<file path="src/rtl/apb3_pkg.sv">
// -----------------------------------------------------------------------------
// apb3_pkg
// Shared definitions for the APB3 master: the FSM state encoding, the default
// APB3 bus widths, and a helper that sizes the ACCESS wait counter.
// No ports (package).
// -----------------------------------------------------------------------------
package apb3_pkg;

    localparam int APB3_ADDR_WIDTH = 12;
    localparam int APB3_DATA_WIDTH = 32;

    typedef enum logic [1:0] {
        ST_IDLE   = 2'b00,
        ST_SETUP  = 2'b01,
        ST_ACCESS = 2'b10,
        ST_RESP   = 2'b11
    } apb3_state_e;

    // Counter wide enough to hold 0..timeout; a disabled timeout (0) still
    // needs a one-bit counter so the declaration stays legal.
    function automatic int wait_cnt_width(input int timeout);
        return (timeout < 1) ? 1 : $clog2(timeout + 1);
    endfunction

endpackage : apb3_pkg

</file>
<file path="src/rtl/apb3_master.sv">
// -----------------------------------------------------------------------------
// apb3_master
// Converts a valid/ready command into one APB3 transfer (SETUP then ACCESS)
// and returns the result on a valid/ready response channel. A transfer whose
// slave holds PREADY low for TIMEOUT_CYCLES ACCESS cycles is ended with
// rsp_err=1 and rsp_timeout=1 (TIMEOUT_CYCLES=0 waits forever).
//
// Ports
//   clk, resetn                 clock (rising edge), async active-low reset
//   cmd_valid/cmd_ready         command handshake
//   cmd_write/addr/wdata        command fields
//   rsp_valid/rsp_ready         response handshake
//   rsp_rdata/err/timeout       response fields (rdata is 0 for writes)
//   PADDR/PSEL/PENABLE/PWRITE/PWDATA   APB3 request (registered)
//   PRDATA/PREADY/PSLVERROR     APB3 completion from the slave
// -----------------------------------------------------------------------------
module apb3_master
    import apb3_pkg::*;
#(
    parameter int ADDR_WIDTH     = APB3_ADDR_WIDTH,
    parameter int DATA_WIDTH     = APB3_DATA_WIDTH,
    parameter int TIMEOUT_CYCLES = 255
) (
    input  logic                  clk,
    input  logic                  resetn,

    input  logic                  cmd_valid,
    output logic                  cmd_ready,
    input  logic                  cmd_write,
    input  logic [ADDR_WIDTH-1:0] cmd_addr,
    input  logic [DATA_WIDTH-1:0] cmd_wdata,

    output logic                  rsp_valid,
    input  logic                  rsp_ready,
    output logic [DATA_WIDTH-1:0] rsp_rdata,
    output logic                  rsp_err,
    output logic                  rsp_timeout,

    output logic [ADDR_WIDTH-1:0] PADDR,
    output logic                  PSEL,
    output logic                  PENABLE,
    output logic                  PWRITE,
    output logic [DATA_WIDTH-1:0] PWDATA,
    input  logic [DATA_WIDTH-1:0] PRDATA,
    input  logic                  PREADY,
    input  logic                  PSLVERROR
);

    localparam int              CNT_W      = wait_cnt_width(TIMEOUT_CYCLES);
    localparam bit              TIMEOUT_EN = (TIMEOUT_CYCLES > 0);
    // Value the counter holds during the last permitted ACCESS cycle: it is 0
    // in the first ACCESS cycle, so TIMEOUT_CYCLES-1 marks cycle TIMEOUT_CYCLES.
    localparam logic [CNT_W-1:0] CNT_LAST  = TIMEOUT_EN ? CNT_W'(TIMEOUT_CYCLES - 1) : '0;
    localparam logic [CNT_W-1:0] CNT_MAX   = '1;

    apb3_state_e      state;
    logic [CNT_W-1:0] wait_cnt;
    logic             timeout_hit;

    // The only combinational output: the command may be taken only in IDLE
    // and never while reset is asserted.
    assign cmd_ready   = (state == ST_IDLE) && resetn;
    assign timeout_hit = TIMEOUT_EN && (wait_cnt == CNT_LAST);

    // NOTE: every flop here, the wait counter and the captured command
    // included, has an async reset value; sequential state uses <= only so
    // all branches see the pre-edge values of each other's registers.
    always_ff @(posedge clk or negedge resetn) begin
        if (!resetn) begin
            state       <= ST_IDLE;
            wait_cnt    <= '0;
            PADDR       <= '0;
            PSEL        <= 1'b0;
            PENABLE     <= 1'b0;
            PWRITE      <= 1'b0;
            PWDATA      <= '0;
            rsp_valid   <= 1'b0;
            rsp_rdata   <= '0;
            rsp_err     <= 1'b0;
            rsp_timeout <= 1'b0;
        end else begin
            unique case (state)
                ST_IDLE: begin
                    if (cmd_valid) begin
                        PADDR    <= cmd_addr;
                        PWRITE   <= cmd_write;
                        PWDATA   <= cmd_wdata;
                        PSEL     <= 1'b1;
                        PENABLE  <= 1'b0;
                        wait_cnt <= '0;
                        state    <= ST_SETUP;
                    end
                end

                ST_SETUP: begin
                    PENABLE <= 1'b1;
                    state   <= ST_ACCESS;
                end

                ST_ACCESS: begin
                    // PREADY wins over a timeout reached in the same cycle.
                    if (PREADY) begin
                        rsp_rdata   <= PWRITE ? '0 : PRDATA;
                        rsp_err     <= PSLVERROR;
                        rsp_timeout <= 1'b0;
                        rsp_valid   <= 1'b1;
                        PSEL        <= 1'b0;
                        PENABLE     <= 1'b0;
                        state       <= ST_RESP;
                    end else if (timeout_hit) begin
                        rsp_rdata   <= '0;
                        rsp_err     <= 1'b1;
                        rsp_timeout <= 1'b1;
                        rsp_valid   <= 1'b1;
                        PSEL        <= 1'b0;
                        PENABLE     <= 1'b0;
                        state       <= ST_RESP;
                    end else if (wait_cnt != CNT_MAX) begin
                        // Saturates so a disabled timeout never wraps.
                        wait_cnt <= wait_cnt + 1'b1;
                    end
                end

                ST_RESP: begin
                    if (rsp_ready) begin
                        rsp_valid <= 1'b0;
                        state     <= ST_IDLE;
                    end
                end
            endcase
        end
    end

endmodule : apb3_master

</file>
<file path="config.mk">
export PLATFORM = sky130hd
export DESIGN_NAME = apb3_master
export DESIGN_NICKNAME = d
export VERILOG_FILES = /design/src/rtl/apb3_pkg.sv /design/src/rtl/apb3_master.sv
export SDC_FILE = /design/constraint.sdc
export NUM_CORES = 1
export LEC_CHECK = 0
export ABC_AREA = 1
export ABC_CLOCK_PERIOD_IN_PS = 3800
export CORE_MARGIN = 8
export CORE_UTILIZATION = 30
export DETAILED_ROUTE_END_ITERATION = 8
export HOLD_SLACK_MARGIN = 0.02
export SETUP_SLACK_MARGIN = 0.3
export SLEW_MARGIN = 40
export SYNTH_ARGS = -nofsm -noshare
export SYNTH_HDL_FRONTEND = slang
export SYNTH_SLANG_ARGS = --single-unit
export TNS_END_PERCENT = 10
</file>
<file path="constraint.sdc">
create_clock -name clk -period 3.8 [get_ports clk]
set_input_delay 0.38 -clock clk [delete_from_list [all_inputs] [get_ports clk]]
set_output_delay 0.38 -clock clk [all_outputs]
set_load 0.02 [all_outputs]
</file>
==> run metrics <==
largest driver fanout on the critical path 4; library cell with the largest summed area after synthesis dfrtp_1; actual slew at the worst max-slew pin 758 ps; capturing element type of the critical path primary output; floorplan core area 13000 um^2; CTS tree built; final estimated routing congestion in global placement 0.758; number of gates resized after CTS 0; Leakage 2.90 nW; synth top area cells dfrtp_1, nand2_1, nand2_2; I/O Pins 166; headroom to the max-slew limit 49.5%; Data required, critical path roughly 3400 ps; number of buffer cells added on primary ports 165; highest attainable clock frequency between 400 and 500 MHz; synthesized netlist net count about 550; number of standard-cell rows in the floorplan 42; number of clock sinks 92; Synth Warn # 0; sequential cell area fraction in the yosys report 58.3%; area share of the largest cell type after synthesis 58.3%; internal power summed over all cells 2.84 mW; startpoint types flop; Initial Util 30.3%; via count of the routed design 3407; data arrival time of the critical path 1860 ps; Horiz. Die Dim around 130 um; syn avg cell area roughly 8.6 um^2; number of global-route vias before repair 3416; floorplan die height 131 um; HPWL after detailed placement 8300 um; H-tree Lvls 3; Clock Path Buffers 2; number of buffers added for setup after CTS 0; Starting DRT DRC Count 160; TritonCTS Buffers 9; Net count, final 710; maximum number of pins on one net before global-route repair between 50 and 60; power spent charging and discharging nets 1.89 mW; post-detailed-route wirelength per cell 14.1 um; global-route wire length before repair 17500 um; total power 4.73 mW; number of synthesized register bits 92; total die area 17100 um^2; aggregate routed wire length ~11000 um; source-to-sink clock delay at the later pin of the worst-skew pair 330 ps; total count of max-transition violations in the final report 0; run status completed; area growth from synthesis to layout 52.3%; minimum period implied by the final worst setup slack 2240 ps; setup TNS after final layout 0 ps; vias per std cell around 4.3; ratio of cells with drive above 1 in the final layout between 10% and 20%; clock network power share 17.7%; depth of the worst register-to-register path 7; maximum capacitance violations 0; setup-violating endpoint count in the final report 0; Worst-path clk slew about 70 ps; Clock Skew 6.79 ps; startpoint-to-endpoint class of the critical path reg2out; Routed Antenna Nets 0; cell area after synthesis 3950 um^2; switching share of total power 40.0%; root cell of the clock tree clkbuf_16; unrepaired setup endpoints after global routing false; final count of hold timing violations 0; utilization after layout 46.2%; total global routing overflow 0; Final Cycle Share 58.9%; Filler Cell Count 1313; detailed-route DRC error count 0; initial antenna violation count 0; register share of total power 34.6%; count of different cell masters after synthesis 22; Global Route Usage Sum a little over an eighth; TritonRoute pass-1 iters 4; IR drop worst, VDD between 0.0003 and 0.0004 V; count of inserted antenna diode cells 0; classification of the worst-slack hold path in2async; Syn Inst Count approximately 460; cts-stage hold buffer count 0; power density over the cells 787 nW/um^2; combinational fraction of design power 47.7%
cells in the mapped netlist:
master and n:
nand3b_1 1, o21bai_1 1, nand3_1 12, nand4_1 4, or2_2 3, nor2_4 1, nand2_1 239, a21oi_1 3
nand3_2 2, o21ai_1 8, nand2_2 35, clkbuf_1 4, ha_1 7, buf_2 7, buf_4 2, clkbuf_2 1
nor2_1 8, inv_1 18, o21ai_0 4, dfrtp_1 92, buf_6 4, inv_2 2
area by class of cell:
cell class / instances / area (um^2) / share of cell area (%)
Sequential cell: 92 / 2300 / 38.3
Timing Repair Buffer: 169 / 1680 / 27.9
Multi-Input combinational cell: 328 / 1460 / 24.3
Clock buffer: 10 / 229 / 3.81
Tap cell: 176 / 220 / 3.66
Inverter: 20 / 76.3 / 1.27
Clock inverter: 6 / 48.8 / 0.811
cells in the final DEF, fill, tap and decap left out, drive strengths merged:
| cell | netlist | final |
|---|---|---|
| clkinv | 0 | 5 |
| or2 | 3 | 3 |
| clkdlybuf4s50 | 0 | 164 |
| buf | 13 | 5 |
| ha | 7 | 7 |
| nand3 | 14 | 14 |
| clkbuf | 5 | 10 |
| dfrtp | 92 | 92 |
| o21bai | 1 | 1 |
| inv | 20 | 21 |
| nand3b | 1 | 1 |
| nor2 | 9 | 9 |
| o21ai | 12 | 12 |
| nand2 | 274 | 274 |
| nand4 | 4 | 4 |
| a21oi | 3 | 3 |
metrics by stage:
| step | area (um^2) | setup slack (ps) | hold WS [ps] | std cells |
|---|---|---|---|---|
| finish | 6020 | 1560 | 156 | 801 |
| global route | 6020 | 1340 | 192 | 801 |
| CTS | 6020 | 1540 | 174 | 801 |
| detailed placement | 5740 | 1760 | 464 | 785 |
| global placement | 5740 | 1830 | 461 | 785 |
| floorplan | 3950 | 2360 | 84.4 | 458 |
flip-flops by register name, summed over array words and instances, names as in the netlist:
signal,count
PENABLE,1
PSEL,1
PWRITE,1
PADDR,12
rsp_valid,1
PWDATA,32
rsp_timeout,1
rsp_err,1
state,2
rsp_rdata,32
wait_cnt,8
critical path, cell delays in order, from the launching register on:
cell             delay, ps
dfrtp_1                410
inv_1                  120
ha_1                   250
nand2_1                 70
inv_1                   60
clkdlybuf4s50_1        600
cells by family (layout without fill, tap and decap cells):
kind of cell / Yosys count / after routing / synth area share (%)
fa+ha+maj: 7 / 7 / 2.22
simple gates: 305 / 305 / 32.6
compound gates: 16 / 16 / 2.09
buf+inv: 38 / 205 / 4.81
flops: 92 / 92 / 58.3
worst paths after layout:
kind / start / to / slack (ps)
max in group asynchronous: resetn / wait_cnt[5] / 2550
min in group clk: PWDATA[15] / PWDATA[15] / 480
max: state[0] / cmd_ready / 1560
min reg2reg: PWDATA[15] / PWDATA[15] / 480
max reg2reg: state[0] / rsp_rdata[26] / 1570
min: resetn / PENABLE / 160
power groups by stage:
stage,sequential (mW),combinational [mW],clock (mW)
finish,1.64,2.26,0.837
global route,1.69,2.47,0.912
CTS,1.64,2.30,0.870
detailed placement,1.65,2.30,0
global placement,1.64,2.28,0
floorplan,2.10,0.759,0
metal layers:
layer,GRT usage [%],wire (um),vias up
met2,21.2,5280,112
met1,16.0,4880,1566
met5,0,0,-
met4,4.59,170,0
li1,-,-,1719
met3,4.30,940,10
No activity file was read; power rests on OpenSTA's default activity.
